## config.mk

```make
export PLATFORM = sky130hd
export DESIGN_NAME = int_subtractor
export DESIGN_NICKNAME = d
export VERILOG_FILES = /design/src/rtl/int_alu_pkg.sv /design/src/rtl/int_subtractor_fs.sv /design/src/rtl/int_subtractor.sv
export SDC_FILE = /design/constraint.sdc
export NUM_CORES = 1
export LEC_CHECK = 0
export ABC_AREA = 1
export BUFFER_PORTS_ARGS = -buffer_cell sky130_fd_sc_hd__buf_4
export CAP_MARGIN = 40
export CORE_MARGIN = 4
export CORE_UTILIZATION = 45
export DETAILED_ROUTE_END_ITERATION = 10
export MAX_ROUTING_LAYER = met4
export PLACE_DENSITY = 0.69
export SLEW_MARGIN = 10
export SYNTH_ARGS = -nofsm -noshare
export SYNTH_HDL_FRONTEND = slang
export SYNTH_SLANG_ARGS = --single-unit
```

## constraint.sdc

```tcl
create_clock -name clk -period 9.4 [get_ports clk]
set_clock_uncertainty 0.2 [all_clocks]
set_input_delay 1.88 -clock clk [delete_from_list [all_inputs] [get_ports clk]]
set_output_delay 1.88 -clock clk [all_outputs]
set_load 0.01 [all_outputs]
```

## src/rtl/int_alu_pkg.sv

```systemverilog
// Shared definitions for the integer ALU blocks (adder and subtractor):
// default operand width and the bit ordering of the registered flag vector.
package int_alu_pkg;

  localparam int unsigned DEFAULT_DATA_WIDTH = 32;

  // Flag vector bit positions; the adder uses the same slots (carry/borrow share slot 0).
  localparam int unsigned FLAG_CARRY    = 0;
  localparam int unsigned FLAG_OVERFLOW = 1;
  localparam int unsigned FLAG_ZERO     = 2;
  localparam int unsigned FLAG_W        = 3;

  typedef logic [FLAG_W-1:0] flags_t;

  // Assemble a flag vector in the shared bit order.
  function automatic flags_t pack_flags(input logic carry, input logic ovf, input logic zero);
    flags_t f;
    f                = '0;
    f[FLAG_CARRY]    = carry;
    f[FLAG_OVERFLOW] = ovf;
    f[FLAG_ZERO]     = zero;
    return f;
  endfunction

endpackage

```

## src/rtl/int_subtractor_fs.sv

```systemverilog
// Single-bit full subtractor: diff = a - b - borrow_in, with borrow out.
module fs (
  input  logic a,
  input  logic b,
  input  logic borrow_in,
  output logic diff,
  output logic borrow_out
);

  assign diff       = a ^ b ^ borrow_in;
  // Borrow when b exceeds a, or when a == b and a borrow is already pending.
  assign borrow_out = (~a & b) | (~(a ^ b) & borrow_in);

endmodule

```

## src/rtl/int_subtractor.sv

```systemverilog
// Two-stage pipelined subtractor with valid/ready handshake and global enable.
// Stage 1 resolves the low half and forwards the high operand halves plus the
// intermediate borrow; stage 2 resolves the high half and all flags.
module int_subtractor
  import int_alu_pkg::*;
#(
  parameter int unsigned DATA_WIDTH = DEFAULT_DATA_WIDTH
) (
  input  logic                  clk,
  input  logic                  rst_n,
  input  logic                  en,
  input  logic                  in_valid,
  output logic                  in_ready,
  input  logic [DATA_WIDTH-1:0] data_a,
  input  logic [DATA_WIDTH-1:0] data_b,
  input  logic                  borrow_in,
  output logic                  out_valid,
  input  logic                  out_ready,
  output logic [DATA_WIDTH-1:0] diff,
  output logic                  borrow_out,
  output logic                  overflow,
  output logic                  zero
);

  localparam int unsigned HALF = DATA_WIDTH / 2;

  if ((DATA_WIDTH % 2 != 0) || (DATA_WIDTH < 4)) begin : g_bad_width
    $error("int_subtractor: DATA_WIDTH must be even and >= 4");
  end

  // ---------------------------------------------------------------------------
  // Handshake control
  // ---------------------------------------------------------------------------
  logic s1_valid_q, s1_valid_d;
  logic out_valid_q, out_valid_d;
  logic s2_advance;
  logic accept;
  logic move;

  // Output register can take a new entry when empty or being consumed.
  assign s2_advance = ~out_valid_q | out_ready;
  // rst_n gates in_ready so nothing is offered while reset is held.
  assign in_ready   = rst_n & en & (~s1_valid_q | s2_advance);
  assign accept     = in_valid & in_ready;
  assign move       = en & s2_advance;

  // ---------------------------------------------------------------------------
  // Stage 1: low-half subtraction
  // ---------------------------------------------------------------------------
  logic [HALF:0]   lo_borrow;
  logic [HALF-1:0] lo_diff;

  assign lo_borrow[0] = borrow_in;

  for (genvar i = 0; i < HALF; i++) begin : g_lo
    fs u_fs (
      .a         (data_a[i]),
      .b         (data_b[i]),
      .borrow_in (lo_borrow[i]),
      .diff      (lo_diff[i]),
      .borrow_out(lo_borrow[i+1])
    );
  end

  logic [HALF-1:0] s1_diff_lo_q;
  logic [HALF-1:0] s1_a_hi_q;
  logic [HALF-1:0] s1_b_hi_q;
  logic            s1_borrow_q;

  // ---------------------------------------------------------------------------
  // Stage 2: high-half subtraction and flags, from stage-1 registers
  // ---------------------------------------------------------------------------
  logic [HALF:0]   hi_borrow;
  logic [HALF-1:0] hi_diff;

  assign hi_borrow[0] = s1_borrow_q;

  for (genvar i = 0; i < HALF; i++) begin : g_hi
    fs u_fs (
      .a         (s1_a_hi_q[i]),
      .b         (s1_b_hi_q[i]),
      .borrow_in (hi_borrow[i]),
      .diff      (hi_diff[i]),
      .borrow_out(hi_borrow[i+1])
    );
  end

  logic [DATA_WIDTH-1:0] diff_d, diff_q;
  logic                  ovf_d;
  logic                  zero_d;
  flags_t                flags_d, flags_q;

  // Resolve the full difference and derive the flags from it.
  always_comb begin
    diff_d  = {hi_diff, s1_diff_lo_q};
    // Signed overflow: operand signs differ and result sign differs from minuend.
    ovf_d   = (s1_a_hi_q[HALF-1] != s1_b_hi_q[HALF-1]) && (hi_diff[HALF-1] != s1_a_hi_q[HALF-1]);
    zero_d  = (diff_d == '0);
    flags_d = pack_flags(hi_borrow[HALF], ovf_d, zero_d);
  end

  // Occupancy next state: stage 1 fills on accept and drains when it moves on;
  // the output slot takes whatever stage 1 holds whenever it advances.
  always_comb begin
    s1_valid_d  = s1_valid_q;
    out_valid_d = out_valid_q;
    if (accept) begin
      s1_valid_d = 1'b1;
    end else if (move) begin
      s1_valid_d = 1'b0;
    end
    if (move) begin
      out_valid_d = s1_valid_q;
    end
  end

  // Valid bits.
  always_ff @(posedge clk or negedge rst_n) begin
    if (!rst_n) begin
      s1_valid_q  <= 1'b0;
      out_valid_q <= 1'b0;
    end else begin
      s1_valid_q  <= s1_valid_d;
      out_valid_q <= out_valid_d;
    end
  end

  // Stage-1 data registers, loaded only on an accepted transfer.
  always_ff @(posedge clk or negedge rst_n) begin
    if (!rst_n) begin
      s1_diff_lo_q <= '0;
      s1_a_hi_q    <= '0;
      s1_b_hi_q    <= '0;
      s1_borrow_q  <= 1'b0;
    end else if (accept) begin
      s1_diff_lo_q <= lo_diff;
      s1_a_hi_q    <= data_a[DATA_WIDTH-1:HALF];
      s1_b_hi_q    <= data_b[DATA_WIDTH-1:HALF];
      s1_borrow_q  <= lo_borrow[HALF];
    end
  end

  // Result registers, loaded only when a valid stage-1 entry moves forward so
  // data and flags stay frozen while the output is stalled or en is low.
  always_ff @(posedge clk or negedge rst_n) begin
    if (!rst_n) begin
      diff_q  <= '0;
      flags_q <= '0;
    end else if (move && s1_valid_q) begin
      diff_q  <= diff_d;
      flags_q <= flags_d;
    end
  end

  assign out_valid  = out_valid_q;
  assign diff       = diff_q;
  assign borrow_out = flags_q[FLAG_CARRY];
  assign overflow   = flags_q[FLAG_OVERFLOW];
  assign zero       = flags_q[FLAG_ZERO];

endmodule

```

==> summary.txt <==
Adder-cell share of the synthesized area -> 15.4%
PortBufs -> 106
CP Launch Type -> register
Syn Inst Count -> 425
Clock latency on the worst-skew pair -> 0.35 ns
Post-Syn Area -> 4240 um2
Met2 WL post-DR -> 4350 um
Post-CTS sizing -> 0
Reg clk slew, reported paths -> 0.08 ns
Max Used Layer -> met4
Compound-gate portion of the synthesized area -> 10.9%
WS Path Type -> reg -> reg
Outcome -> finished clean
Final Core Density -> 57.7%
First-pass GRT wire length -> 14400 um
Logic gate share of total power -> 34.8%
Rel. slew slack -> 66.1%
Met3 WL -> 272 um
Register bit total from synthesis -> 86
Critical path peak fanout -> 3
Setup slack, reg-to-reg -> 0.92 ns
RR Startpoint -> s1_borrow_q
Post-place setup slack -> 0.649 ns
Seq/Total Area, Yosys -> 50.8%
Largest net degree at the start of global routing -> 66
Min-Delay Endpoint -> flags_q[1]
Nets -> 630
Fmax -> 0.118 GHz
Initial core utilization -> 46.1%
Crit path buffers/inverters -> 4
I/O Pins -> 107
Antenna violations before repair -> 0
Syn nets -> 528
CTS root buf -> clkbuf_8
Combinational family with the most area after synthesis -> adder cells
Ant diodes -> 0
Min-delay src -> flags_q[1]
Worst path top cell family by delay -> adder cells
Final HPWL DP -> 6490 um
Gr ovfl total -> 0
Initial DRC Count -> 119
Clock Path Buffers -> 2
Fin. Hold Viols -> 0
Post-CTS setup buffers -> 0
Seq pwr share -> 44.9%
Die height -> 105 um
Vias in the first global route -> 3107
Worst Setup End Kind -> register
Max-slew violations -> 0
Leak -> 2.78 nW
Final setup vio count -> 0
Vias -> 3029
Portion of netlist area occupied by mux cells -> 0%
Leading area contributor after synthesis -> dfrtp_1
CTS buffer count -> 9
Yosys warnings -> 0
CP most frequent cell -> fa_1
Synth Area in Simple Gates -> 14.3%
Switch share -> 33.5%
Worst EP required -> 9.49 ns
Area Overhead vs Synth -> 25.2%
Die X -> 105 um
Post-Route M1 WL -> 3790 um
Syn avg cell area -> 9.97 um2
CP max-delay cell -> fa_1
Core box area -> 9200 um2
Hold buffer count at cts -> 0
CTS sink cnt -> 86
Residual DRC -> 0
Part of the cycle the worst path needs -> 90.3%
# rows -> 35
Vias per std cell -> 4.73
Hold Crit Class -> reg -> reg
Data arrival time of the critical path -> 8.57 ns
Final WL -> 8540 um
Area contributors post-synth -> dfrtp_1, fa_1, nand2_1
Final min period -> 8.48 ns
ANT nets after route -> 0
WHS Path Cells -> 2
Iteration count of the initial detailed-routing pass -> 4
Fraction of layout cells with a size suffix above 1 -> 29.4%
Net Sw Power -> 403 uW
Final worst setup slack -> 0.916 ns
Mean routed wirelength per cell -> 13.3 um
MaxCap Viol Count -> 0
Reg2Reg Capture Point -> flags_q[2]
Clk pwr share -> 20.3%
CTS tree -> yes
Setup repair after global routing missed its margin -> no
H-tree levels -> 3
Die ar. -> 11000 um2
Setup total negative slack -> 0 ns
Crit-path max cell delay -> 0.49 ns
Reg2Reg Depth -> 26
Post-synthesis xor/xnor area fraction -> 0%
Worst slew pin tran -> 0.506 ns
PwrDens -> 227 nW/um2
Netlist cell types -> 20
Max VDD drop -> 0.0774 mV
Post-synth top area share -> 50.8%
GRT Total Usage -> 16.7%
P_int -> 801 uW
Final Wtd Congestion -> 0.834
-- stage by stage --
step / hold WS, ns / cells / power (mW) / instance area (um2)
detailed placement: 0.268 / 627 / 0.978 / 5130
CTS: 0.289 / 641 / 1.22 / 5310
finish: 0.286 / 641 / 1.20 / 5310
floorplan: 0.253 / 425 / 0.770 / 4240
global placement: 0.267 / 624 / 0.959 / 5060
global route: 0.308 / 641 / 1.30 / 5310
-- state kept, by name, summed over array words and instances, names as in the netlist --
| name | count |
|---|---|
| diff | 32 |
| flags_q | 3 |
| out_valid | 1 |
| s1_a_hi_q | 16 |
| s1_b_hi_q | 16 |
| s1_borrow_q | 1 |
| s1_diff_lo_q | 16 |
| s1_valid_q | 1 |
-- layout by cell type, fill, tap and decap left out, types with 5 or more instances in the layout --
| master | count |
|---|---|
| buf_4 | 107 |
| nand2_1 | 103 |
| dfrtp_1 | 86 |
| inv_1 | 62 |
| o21ai_0 | 46 |
| fa_1 | 32 |
| nor2_1 | 24 |
| a21oi_2 | 19 |
| nand3_1 | 17 |
| clkbuf_8 | 9 |
| o21ai_2 | 5 |
| nor2_2 | 5 |
-- Yosys cell counts --
master and instances:
ha_1 1, nor2_2 5, fa_1 32, nor2_1 24
a21oi_2 19, nand3_1 17, o21ai_1 1, buf_6 6
a21boi_2 1, nand2_4 1, o21ai_2 5, nand2_1 104
buf_4 1, buf_2 6, dfrtp_1 86, a21oi_1 1
o21ai_0 46, inv_2 1, inv_1 62, clkbuf_1 6
-- tightest hold or removal path, stage by stage (launching register included) --
cell and delay (ns):
dfrtp_1 0.35, nand2_1 0.05, o21ai_0 0.05
-- how the worst max path moves through the flow --
stage	start	to	slack, ns	cells after the start
5_1_grt	s1_borrow_q	flags_q[2]	0.56	26
4_1_cts	s1_borrow_q	flags_q[2]	0.83	26
2_1_floorplan	data_b[0]	s1_diff_lo_q[15]	1.04	21
6_report	s1_borrow_q	flags_q[2]	0.92	26
3_5_place_dp	data_b[0]	s1_diff_lo_q[15]	0.65	22
3_3_place_gp	data_b[0]	s1_diff_lo_q[15]	0.77	22
-- cells by family (layout without fill, tap and decap cells) --
family                   count (synthesis)  in the layout
AO/OA/AOI/OAI                           73             73
AND/OR/NAND/NOR                        151            151
flip-flops                              86             86
adder cells (fa/ha/maj)                 33             33
buffers and inverters                   82            187
-- power by group through the flow --
stage               combinational (mW)  sequential, mW  clock (mW)
global placement                 0.415           0.545           0
detailed placement               0.429           0.549           0
floorplan                        0.202           0.568           0
finish                           0.419           0.541       0.244
global route                     0.477           0.558       0.264
CTS                              0.429           0.542       0.251
-- layer usage --
layer  global-route usage (%)  up-vias
met1                     21.4     1459
met3                     2.35       10
met4                     6.09        0
met5                        -        -
li1                         -     1497
met2                     27.4       63
-- final cells by class --
type,count,area [um2]
Timing Repair Buffer,110,878
Sequential cell,86,2150
Clock inverter,4,50.0
Tap cell,111,139
Fill cell,824,3890
Clock buffer,10,128
Multi-Input combinational cell,257,1730
Inverter,63,236
No activity file was read; power rests on OpenSTA's default activity.
